<file path="config.mk">
export PLATFORM = sky130hd
export DESIGN_NAME = btb_update_queue_flat
export DESIGN_NICKNAME = d
export VERILOG_FILES = /design/src/rtl/btb_update_queue_if.sv /design/src/rtl/btb_update_queue.sv /design/src/flat_wrapper.sv
export SDC_FILE = /design/constraint.sdc
export NUM_CORES = 1
export LEC_CHECK = 0
export BUFFER_PORTS_ARGS = -buffer_cell sky130_fd_sc_hd__buf_2
export CAP_MARGIN = 20
export CORE_AREA = 2 2 213 215
export CTS_CLUSTER_SIZE = 12
export DETAILED_ROUTE_END_ITERATION = 12
export DIE_AREA = 0 0 215 217
export PLACE_DENSITY = 0.64
export SETUP_SLACK_MARGIN = 0.02
export SLEW_MARGIN = 20
export SYNTH_ARGS = -nofsm -noshare
export SYNTH_HDL_FRONTEND = slang
export SYNTH_SLANG_ARGS = --single-unit
</file>
<file path="constraint.sdc">
create_clock -name clock -period 12.4 [get_ports clock]
set_clock_uncertainty 0.1 [all_clocks]
set_input_delay 1.86 -clock clock [delete_from_list [all_inputs] [get_ports clock]]
set_output_delay 1.86 -clock clock [all_outputs]
set_load 0.005 [all_outputs]
</file>
<file path="src/rtl/btb_update_queue_if.sv">
// Bundle between the retire stage, fetch arbitration and the BTB write port.
//   slave  : the update queue (consumes retire updates, drives the BTB write port)
//   master : the surrounding core / testbench
// Signals: rt0_*/rt1_* retire slots (slot 0 older), fetch_read_en fetch-read
// priority, write_en/PC_in/data_in BTB write port, count/empty occupancy,
// drop registered discard pulse.
interface btb_update_queue_if #(
   parameter int DEPTH = 4,
   parameter int XLEN  = 32
) ();
   logic                       rt0_valid;
   logic [XLEN-1:0]            rt0_pc;
   logic [XLEN-1:0]            rt0_target;
   logic                       rt1_valid;
   logic [XLEN-1:0]            rt1_pc;
   logic [XLEN-1:0]            rt1_target;
   logic                       fetch_read_en;
   logic                       write_en;
   logic [XLEN-1:0]            PC_in;
   logic [XLEN-1:0]            data_in;
   logic [$clog2(DEPTH+1)-1:0] count;
   logic                       empty;
   logic                       drop;

   modport slave (
      input  rt0_valid, rt0_pc, rt0_target,
      input  rt1_valid, rt1_pc, rt1_target,
      input  fetch_read_en,
      output write_en, PC_in, data_in, count, empty, drop
   );

   modport master (
      output rt0_valid, rt0_pc, rt0_target,
      output rt1_valid, rt1_pc, rt1_target,
      output fetch_read_en,
      input  write_en, PC_in, data_in, count, empty, drop
   );
endinterface

</file>
<file path="src/rtl/btb_update_queue.sv">
// BTB write-side front end. Buffers resolved taken branches from both retire
// slots in an in-order circular queue, coalesces repeated PCs in place, and
// drains one entry per cycle into the BTB write port whenever fetch is not
// reading the BTB.
// Ports:
//   clock  - system clock, rising edge
//   reset  - asynchronous active-high reset
//   bus    - btb_update_queue_if.slave (retire slots, fetch_read_en, BTB
//            write port, count/empty/drop status)
module btb_update_queue #(
   parameter int DEPTH = 4,
   parameter int XLEN  = 32
) (
   input  logic                clock,
   input  logic                reset,
   btb_update_queue_if.slave   bus
);
   localparam int PW = $clog2(DEPTH);
   localparam int CW = $clog2(DEPTH+1);

   logic [XLEN-1:0]  pc_q  [DEPTH];
   logic [XLEN-1:0]  tgt_q [DEPTH];
   logic [DEPTH-1:0] vld_q;
   logic [PW-1:0]    head_q;
   logic [PW-1:0]    tail_q;
   logic [CW-1:0]    count_q;
   logic             drop_q;

   logic             empty;
   logic             pop;
   logic             merged;
   logic             req0;
   logic             req1;
   logic [DEPTH-1:0] match0;
   logic [DEPTH-1:0] match1;
   logic             new0;
   logic             new1;
   logic [CW:0]      free;
   logic             acc0;
   logic             acc1;
   logic [PW-1:0]    wr0;
   logic [PW-1:0]    wr1;
   logic [1:0]       n_acc;

   assign empty = (count_q == '0);
   assign pop   = !empty && !bus.fetch_read_en;

   // Same PC in both slots collapses to one update carrying the younger target.
   assign merged = bus.rt0_valid && bus.rt1_valid && (bus.rt0_pc == bus.rt1_pc);
   assign req0   = bus.rt0_valid && !merged;
   assign req1   = bus.rt1_valid;

   // The entry leaving this cycle cannot absorb an update: its old target is
   // already on the write port, so a fresh entry must carry the new one.
   // If a duplicate exists behind a non-popping head, both copies take the
   // new target, which keeps the final BTB contents correct.
   always_comb begin
      match0 = '0;
      match1 = '0;
      for (int i = 0; i < DEPTH; i++) begin
         if (vld_q[i] && !(pop && (head_q == PW'(i)))) begin
            match0[i] = req0 && (pc_q[i] == bus.rt0_pc);
            match1[i] = req1 && (pc_q[i] == bus.rt1_pc);
         end
      end
   end

   assign new0  = req0 && (match0 == '0);
   assign new1  = req1 && (match1 == '0);

   // A pop in the same cycle frees its slot for an incoming entry.
   assign free  = (CW+1)'(DEPTH) - {1'b0, count_q} + (CW+1)'(pop);
   assign acc0  = new0 && (free != '0);
   assign acc1  = new1 && (free > (CW+1)'(acc0));
   assign wr0   = tail_q;
   assign wr1   = tail_q + PW'(acc0);
   assign n_acc = {1'b0, acc0} + {1'b0, acc1};

   always_ff @(posedge clock or posedge reset) begin
      if (reset) begin
         for (int i = 0; i < DEPTH; i++) begin
            pc_q[i]  <= '0;
            tgt_q[i] <= '0;
         end
         vld_q   <= '0;
         head_q  <= '0;
         tail_q  <= '0;
         count_q <= '0;
         drop_q  <= 1'b0;
      end else begin
         for (int i = 0; i < DEPTH; i++) begin
            // A push into the slot being popped (full queue) must win.
            if (acc0 && (wr0 == PW'(i))) begin
               pc_q[i]  <= bus.rt0_pc;
               tgt_q[i] <= bus.rt0_target;
               vld_q[i] <= 1'b1;
            end else if (acc1 && (wr1 == PW'(i))) begin
               pc_q[i]  <= bus.rt1_pc;
               tgt_q[i] <= bus.rt1_target;
               vld_q[i] <= 1'b1;
            end else begin
               if (pop && (head_q == PW'(i)))
                  vld_q[i] <= 1'b0;
               if (match0[i])
                  tgt_q[i] <= bus.rt0_target;
               if (match1[i])
                  tgt_q[i] <= bus.rt1_target;
            end
         end
         head_q  <= head_q + PW'(pop);
         tail_q  <= tail_q + PW'(n_acc);
         count_q <= count_q + CW'(n_acc) - CW'(pop);
         drop_q  <= (new0 && !acc0) || (new1 && !acc1);
      end
   end

   assign bus.write_en = pop;
   assign bus.PC_in    = empty ? '0 : pc_q[head_q];
   assign bus.data_in  = empty ? '0 : tgt_q[head_q];
   assign bus.count    = count_q;
   assign bus.empty    = empty;
   assign bus.drop     = drop_q;
endmodule

</file>
<file path="src/flat_wrapper.sv">
// flat-port wrapper written by rule: the top's interface ports become plain ports
module btb_update_queue_flat 
#(
   parameter int DEPTH = 4,
   parameter int XLEN  = 32
)
  (clock, reset, bus_rt0_valid, bus_rt0_pc, bus_rt0_target, bus_rt1_valid, bus_rt1_pc, bus_rt1_target, bus_fetch_read_en, bus_write_en, bus_PC_in, bus_data_in, bus_count, bus_empty, bus_drop);
  btb_update_queue_if #(.DEPTH(DEPTH), .XLEN(XLEN)) bus_i ();
  input  logic clock;
  input  logic reset;
  input wire logic [$bits(bus_i.rt0_valid)-1:0] bus_rt0_valid;
  input wire logic [$bits(bus_i.rt0_pc)-1:0] bus_rt0_pc;
  input wire logic [$bits(bus_i.rt0_target)-1:0] bus_rt0_target;
  input wire logic [$bits(bus_i.rt1_valid)-1:0] bus_rt1_valid;
  input wire logic [$bits(bus_i.rt1_pc)-1:0] bus_rt1_pc;
  input wire logic [$bits(bus_i.rt1_target)-1:0] bus_rt1_target;
  input wire logic [$bits(bus_i.fetch_read_en)-1:0] bus_fetch_read_en;
  output wire logic [$bits(bus_i.write_en)-1:0] bus_write_en;
  output wire logic [$bits(bus_i.PC_in)-1:0] bus_PC_in;
  output wire logic [$bits(bus_i.data_in)-1:0] bus_data_in;
  output wire logic [$bits(bus_i.count)-1:0] bus_count;
  output wire logic [$bits(bus_i.empty)-1:0] bus_empty;
  output wire logic [$bits(bus_i.drop)-1:0] bus_drop;
  assign bus_i.rt0_valid = bus_rt0_valid;
  assign bus_i.rt0_pc = bus_rt0_pc;
  assign bus_i.rt0_target = bus_rt0_target;
  assign bus_i.rt1_valid = bus_rt1_valid;
  assign bus_i.rt1_pc = bus_rt1_pc;
  assign bus_i.rt1_target = bus_rt1_target;
  assign bus_i.fetch_read_en = bus_fetch_read_en;
  assign bus_write_en = bus_i.write_en;
  assign bus_PC_in = bus_i.PC_in;
  assign bus_data_in = bus_i.data_in;
  assign bus_count = bus_i.count;
  assign bus_empty = bus_i.empty;
  assign bus_drop = bus_i.drop;
  btb_update_queue #(.DEPTH(DEPTH), .XLEN(XLEN)) u_core (.clock(clock), .reset(reset), .bus(bus_i));
endmodule
</file>
# --- After elaboration in Yosys (flattened, before gate mapping) ---
# Cells that the tools add are included.
totals:
  inputBits: 133
  regBits: 268
op_classes:
  n_lt_le_gt_ge: 2
  mux: 52
  n_bitwise: 1
  reduce_logical: 63
  add_sub_neg: 8
  eq_ne: 18
op_table:
  columns: ["cell", "count"]
  rows:
  - ["$mux 32", 30]
  - ["$eq 32x32->1", 9]
  - ["$bmux 32 s2", 2]
  - ["$logic_and 1x1->1", 34]
  - ["$mux 1", 20]
  - ["$reduce_bool 4->1", 5]
  - ["$eq 2x2->1 const B", 6]
  - ["$reduce_bool 3->1", 4]
  - ["$logic_not 1->1", 9]
  - ["$logic_not 4->1", 2]
  - ["$reduce_bool 2->1", 4]
  - ["$eq 2x1->1 const B", 3]
  - ["$logic_not 2->1", 3]
  - ["$add 2x1->2", 2]
  - ["$add 4x1->4", 1]
  - ["$gt 4x1->1", 1]
  - ["$sub 3x3->4 const A", 1]
  - ["$add 3x2->3", 1]
  - ["$ge 3x3->1 const B", 1]
  - ["$logic_not 3->1", 1]
  - ["$not 2->3", 1]
  - ["$sub 3x1->3", 1]
  - ["$add 1x1->2", 1]
  - ["$add 2x2->2", 1]
  - ["$logic_or 1x1->1", 1]

# --- Longest topological paths before layout ---
logic_depth:
  word_depth: 15
  depth_mapped: 19
  ltp_nobuf: 16

# --- Worst setup path after synthesis ---
# OpenSTA, ideal clock, no wires.
synth_path:
  path_type: "input to register"
  start: "in bus_rt1_pc[22]"
  end: "reg u_core.tgt_q[32] (netlist bit)"
  n_path_buf: 2
  slack_ns: 7.376
  required_ns: 12.150
  stages: 14
  t_arrival_ns: 4.775
  path_cell_list: "buf_2 -> xor2_1 -> nor4_1 -> nand4_1 -> o31ai_1 -> nand2b_1 -> nor2_1 -> ha_1 -> xnor2_1 -> nor2_1 -> nand2_2 -> nor3b_1 -> clkbuf_1 -> a222oi_1"
synth_between:
  elab_chain_len: 14
synth_rtl:
  columns: ["element", "line_no", "text"]
  rows:
  - ["start, declared", "flat_wrapper.sv:15", "input wire logic [$bits(bus_i.rt1_pc)-1:0] bus_rt1_pc;"]
  - ["$eq 32x32->1", "btb_update_queue.sv:49", "assign merged = bus.rt0_valid && bus.rt1_valid && (bus.rt0_pc == bus.rt1_pc);"]
  - ["$logic_and 1x1->1", "btb_update_queue.sv:49", null]
  - ["$logic_not 1->1", "btb_update_queue.sv:50", "assign req0 = bus.rt0_valid && !merged;"]
  - ["$logic_and 1x1->1", "btb_update_queue.sv:50", null]
  - ["$logic_and 1x1->1", "btb_update_queue.sv:62", "match0[i] = req0 && (pc_q[i] == bus.rt0_pc);"]
  - ["$mux 1", "btb_update_queue.sv:61", "if (vld_q[i] && !(pop && (head_q == PW'(i)))) begin"]
  - ["$logic_not 4->1", "btb_update_queue.sv:68", "assign new0 = req0 && (match0 == '0);"]
  - ["$logic_and 1x1->1", "btb_update_queue.sv:68", null]
  - ["$logic_and 1x1->1", "btb_update_queue.sv:73", "assign acc0 = new0 && (free != '0);"]
  - ["$gt 4x1->1 or $add 2x1->2 (tied branches)", "btb_update_queue.sv:74, btb_update_queue.sv:76", null]
  - ["$logic_and 1x1->1 or $eq 2x2->1 (tied branches)", "btb_update_queue.sv:74, btb_update_queue.sv:97", null]
  - ["$logic_and 1x1->1", "btb_update_queue.sv:97", "end else if (acc1 && (wr1 == PW'(i))) begin"]
  - ["$mux 32", "btb_update_queue.sv:97", null]
  - ["$mux 32", "btb_update_queue.sv:93", "if (acc0 && (wr0 == PW'(i))) begin"]
  - ["end signal, assigned by index", "btb_update_queue.sv:95", "tgt_q[i] <= bus.rt0_target;"]
  - ["end signal, assigned by index", "btb_update_queue.sv:99", "tgt_q[i] <= bus.rt1_target;"]
  - ["end signal, assigned by index", "btb_update_queue.sv:105", "tgt_q[i] <= bus.rt0_target;"]
  - ["end, declared", "btb_update_queue.sv:22", "logic [XLEN-1:0] tgt_q [DEPTH];"]
# Several ways; a longest one is shown, not always the timed one.
# A chain may end at the register's enable or synchronous reset.

# --- Final worst setup path ---
layout_path:
  start: "in bus_rt1_pc[26]"
  end: "reg u_core.tgt_q[67] (netlist bit)"
layout_between:
  elab_chain_len: 14
layout_rtl:
  columns: ["element", "line_no"]
  rows:
  - ["$eq 32x32->1", "btb_update_queue.sv:49"]
  - ["$logic_and 1x1->1", "btb_update_queue.sv:49"]
  - ["$logic_not 1->1", "btb_update_queue.sv:50"]
  - ["$logic_and 1x1->1", "btb_update_queue.sv:50"]
  - ["$logic_and 1x1->1", "btb_update_queue.sv:62"]
  - ["$mux 1", "btb_update_queue.sv:61"]
  - ["$logic_not 4->1", "btb_update_queue.sv:68"]
  - ["$logic_and 1x1->1", "btb_update_queue.sv:68"]
  - ["$logic_and 1x1->1", "btb_update_queue.sv:73"]
  - ["$gt 4x1->1 or $add 2x1->2 (tied branches)", "btb_update_queue.sv:74, btb_update_queue.sv:76"]
  - ["$logic_and 1x1->1 or $eq 2x1->1 (tied branches)", "btb_update_queue.sv:74, btb_update_queue.sv:97"]
  - ["$logic_and 1x1->1", "btb_update_queue.sv:97"]
  - ["$mux 32", "btb_update_queue.sv:97"]
  - ["$mux 32", "btb_update_queue.sv:93"]
# Several ways; a longest one is shown, not always the timed one.

==> impl_metrics.py <==
metrics = {
    "worst_setup_path": {
        "critPathSlowestCell": "o21ba_2",
        "reg2reg_depth": 16,
        "required_ns": 12.67,
        "r2r_slack_ns": 6.74,
        "cp-end-kind": "flop",
        "worstPathMaxFanout": 36,
        "cpLargestDelayFamily": "compound AO/OA/AOI/OAI gates",
        "worstSetupPathType": "input pin to flop",
        "cp_slowest_stage_delay_ns": 0.81,
        "critPathLaunchType": "input pin",
        "r2r_start": "u_core.bus.count[2]",
        "rr_endpoint": "u_core.tgt_q[67]",
        "cp.arrival_ns": 6.61,
        "crit_path_cell_trace": "buf_2 > xor2_1 > nor4_1 > nand4_1 > o31ai_1 > nand2b_1 > nor2_1 > ha_1 > xnor2_1 > and3_2 > buf_4 > o21ba_2 > a222oi_1",
        "cp_num_buf_inv": 2,
    },
    "sta": {
        "hold_violations": 0,
        "finalCritPeriodShare_pct": 51.1,
        "worst_pin_slew_ns": 1.08,
        "setup_viol": 0,
        "tns_ns": 0,
        "min_period_ns": 6.33,
        "fmax_ghz": 0.158,
        "slew_violations": 0,
        "rsz0062_at_grt": "false",
        "slew_headroom_pct": 27.0,
    },
    "min_path": {
        "whs_path_depth": 2,
        "hold_end": "u_core.tgt_q[41]",
        "worstHoldStart": "u_core.tgt_q[41]",
        "hold_path.class": "flop to flop",
    },
    "yosys": {
        "ys_seq_area_share_pct": 38.1,
        "syn_inst": 1750,
        "synth_top_flop_cell": "dfrtp_1",
        "syn_avg_cell_area_sq_um": 10.1,
        "yosys_register_bits": 268,
        "synth_area_sq_mm": 0.0176,
        "ys_types": 48,
        "syn_nets": 1893,
        "synth_edf_count": 0,
        "ys_async_sr_fraction_pct": 100,
        "yosys_warnings": 0,
    },
    "clocking": {
        "postCtsSetupBuffers": 0,
        "cts_hold_buf": 0,
        "cts.repair.resized": 0,
        "numCtsBuffers": 34,
        "cts_root_buffer": "clkbuf_16",
        "clock-sinks": 268,
        "htree_levels": 2,
        "cts.clk_slew.worst_paths_ns": 0.06,
        "clk_latency_ns": 0.56,
        "clockBufferDepth": 3,
        "cts_tree": "built",
    },
    "drt": {
        "drt-pass1-iter-count": 6,
        "drc_errors": 0,
        "vias_per_cell": 5.99,
        "drt_wl_total_um": 64700,
        "drt-initial-drc-count": 1802,
        "vias": 14800,
        "ant_nets": 0,
        "wl_per_cell_um": 26.2,
    },
    "final_layout": {
        "final_cell_mix": "dfrtp_1 (266), xor2_1 (230), buf_2 (202), inv_1 (136), mux2i_1 (128)",
        "final_core_util_pct": 44.8,
        "layout_commonest_cell": "dfrtp_1",
        "drive_above_1_share_pct": 20.1,
        "area_delta_synth_final_pct": 13.6,
        "num-fill-cells": 4310,
        "nets": 1985,
    },
    "global_routing": {
        "antenna_found_initial": 14,
        "grt_overflow_total": 0,
        "grt_util_all_layers_pct": 27.2,
        "grt_max_degree": 136,
        "grt_pass1_wl_um": 95700,
        "first_global_vias": 14200,
    },
    "outcome": {
        "status": "completed",
    },
    "place": {
        "dpl.hpwl_um": 44300,
        "gp_congestion": 1.05,
        "port_buffers": 202,
    },
    "power_and_ir_drop": {
        "ir_drop_uv": 162,
        "power.density_mw_per_mm2": 299,
        "leakage_nw": 8.93,
    },
    "floorplanning": {
        "start_util_pct": 39.4,
        "die_h_um": 217,
        "core-area_sq_mm": 0.0447,
        "dieArea_sq_mm": 0.0467,
        "ios": 203,
        "num_rows": 78,
        "die_x_um": 215,
    },
    "job": {
        "drv.max_cap_violation_count": 0,
    },
}
==> cell type report <==
type                    count  area [sq um]  area share, %
clock buffers              42           931           4.65
flip-flops and latches    268          6710           33.5
multi-input cells        1171          9690           48.4
inverters                 139           529           2.64
diodes                     10          25.0          0.125
well taps                 600           751           3.75
clock inverters            14           170          0.850
repair buffers            228          1210           6.03
==> kinds of logic after synthesis <==
family          count (synthesis)  share of synthesized area (%)
compound gates                339                           13.7
xor+xnor                      295                           14.7
fa+ha+maj                      11                          0.810
buf+inv                       311                           7.29
flops                         268                           38.1
mux                           192                           15.5
simple gates                  334                           9.99
==> cell usage after synthesis (7+ instances only) <==
cell,n,area share (%)
nor3_1,7,0.20
nor2b_1,66,2.3
xnor2_1,65,3.2
a2bb2oi_1,62,3.1
ha_1,9,0.64
nor4_1,58,2.1
a21oi_1,37,1.1
a222oi_1,64,3.6
o21ai_0,97,2.8
nand3_1,9,0.26
clkbuf_1,70,1.5
mux2i_1,128,7.3
dfrtp_1,268,38
buf_1,14,0.30
or4_1,7,0.30
nor2_1,40,0.85
nand4_1,25,0.89
inv_1,137,2.9
mux4_2,64,8.2
o22ai_1,64,2.3
nand2_1,105,2.2
buf_2,85,2.4
xor2_1,230,11
==> routing by layer <==
| metal | GRT usage [%] | up-vias | wire length, um | part of all wire [%] |
|---|---|---|---|---|
| met2 | 41.9 | 817 | 29200 | 45 |
| met5 | 0 | - | 60 | 0.093 |
| li1 | - | 6422 | - | - |
| met1 | 37.6 | 7387 | 27000 | 42 |
| met4 | 10.5 | 10 | 2500 | 3.9 |
| met3 | 5.66 | 163 | 5870 | 9.1 |
==> worst max path at each step <==
stage	start	endpoint	slack (ns)	depth (start not counted)
after floorplan	reset	u_core.bus.count[0]	3.06	1
after global placement	bus_rt1_pc[12]	u_core.tgt_q[83]	5.69	13
after detailed placement	bus_rt1_pc[26]	u_core.tgt_q[68]	5.57	13
after CTS	bus_rt1_pc[26]	u_core.tgt_q[68]	6.15	13
after global routing	bus_rt1_pc[12]	u_core.tgt_q[68]	5.92	13
final	bus_rt1_pc[26]	u_core.tgt_q[67]	6.07	13
==> through the flow <==
| step | power [mW] | hold slack, ns | cell area [sq um] | setup slack (ns) | instances |
|---|---|---|---|---|---|
| final | 5.99 | 0.443 | 20000 | 6.07 | 2472 |
| after global routing | 6.29 | 0.463 | 20000 | 5.92 | 2468 |
| after CTS | 5.95 | 0.445 | 20000 | 6.15 | 2462 |
| after detailed placement | 4.94 | 0.435 | 18900 | 5.57 | 2406 |
| after global placement | 4.86 | 0.428 | 18900 | 5.69 | 2406 |
| after floorplan | 3.80 | 0.369 | 17600 | 3.06 | 1750 |
==> power breakdown <==
part | leakage [nW] | internal [mW] | switching (mW)
Sequential | 3.06 | 1.33 | 0.533
Combinational | 5.33 | 1.44 | 1.69
Clock | 0.542 | 0.581 | 0.416
==> worst min-delay path, cell delays in order (launching register included) <==
cell and delay, ns:
dfrtp_1 0.37, inv_1 0.05, a222oi_1 0.07
==> sequential cells by signal (all words and copies together) (netlist names) <==
name,count
u_core.pc_q,128
u_core.tgt_q,128
u_core.vld_q,4
u_core.bus.count,3
u_core.head_q,2
u_core.tail_q,2
u_core.bus.drop,1
(Power assumes the default switching activity.)
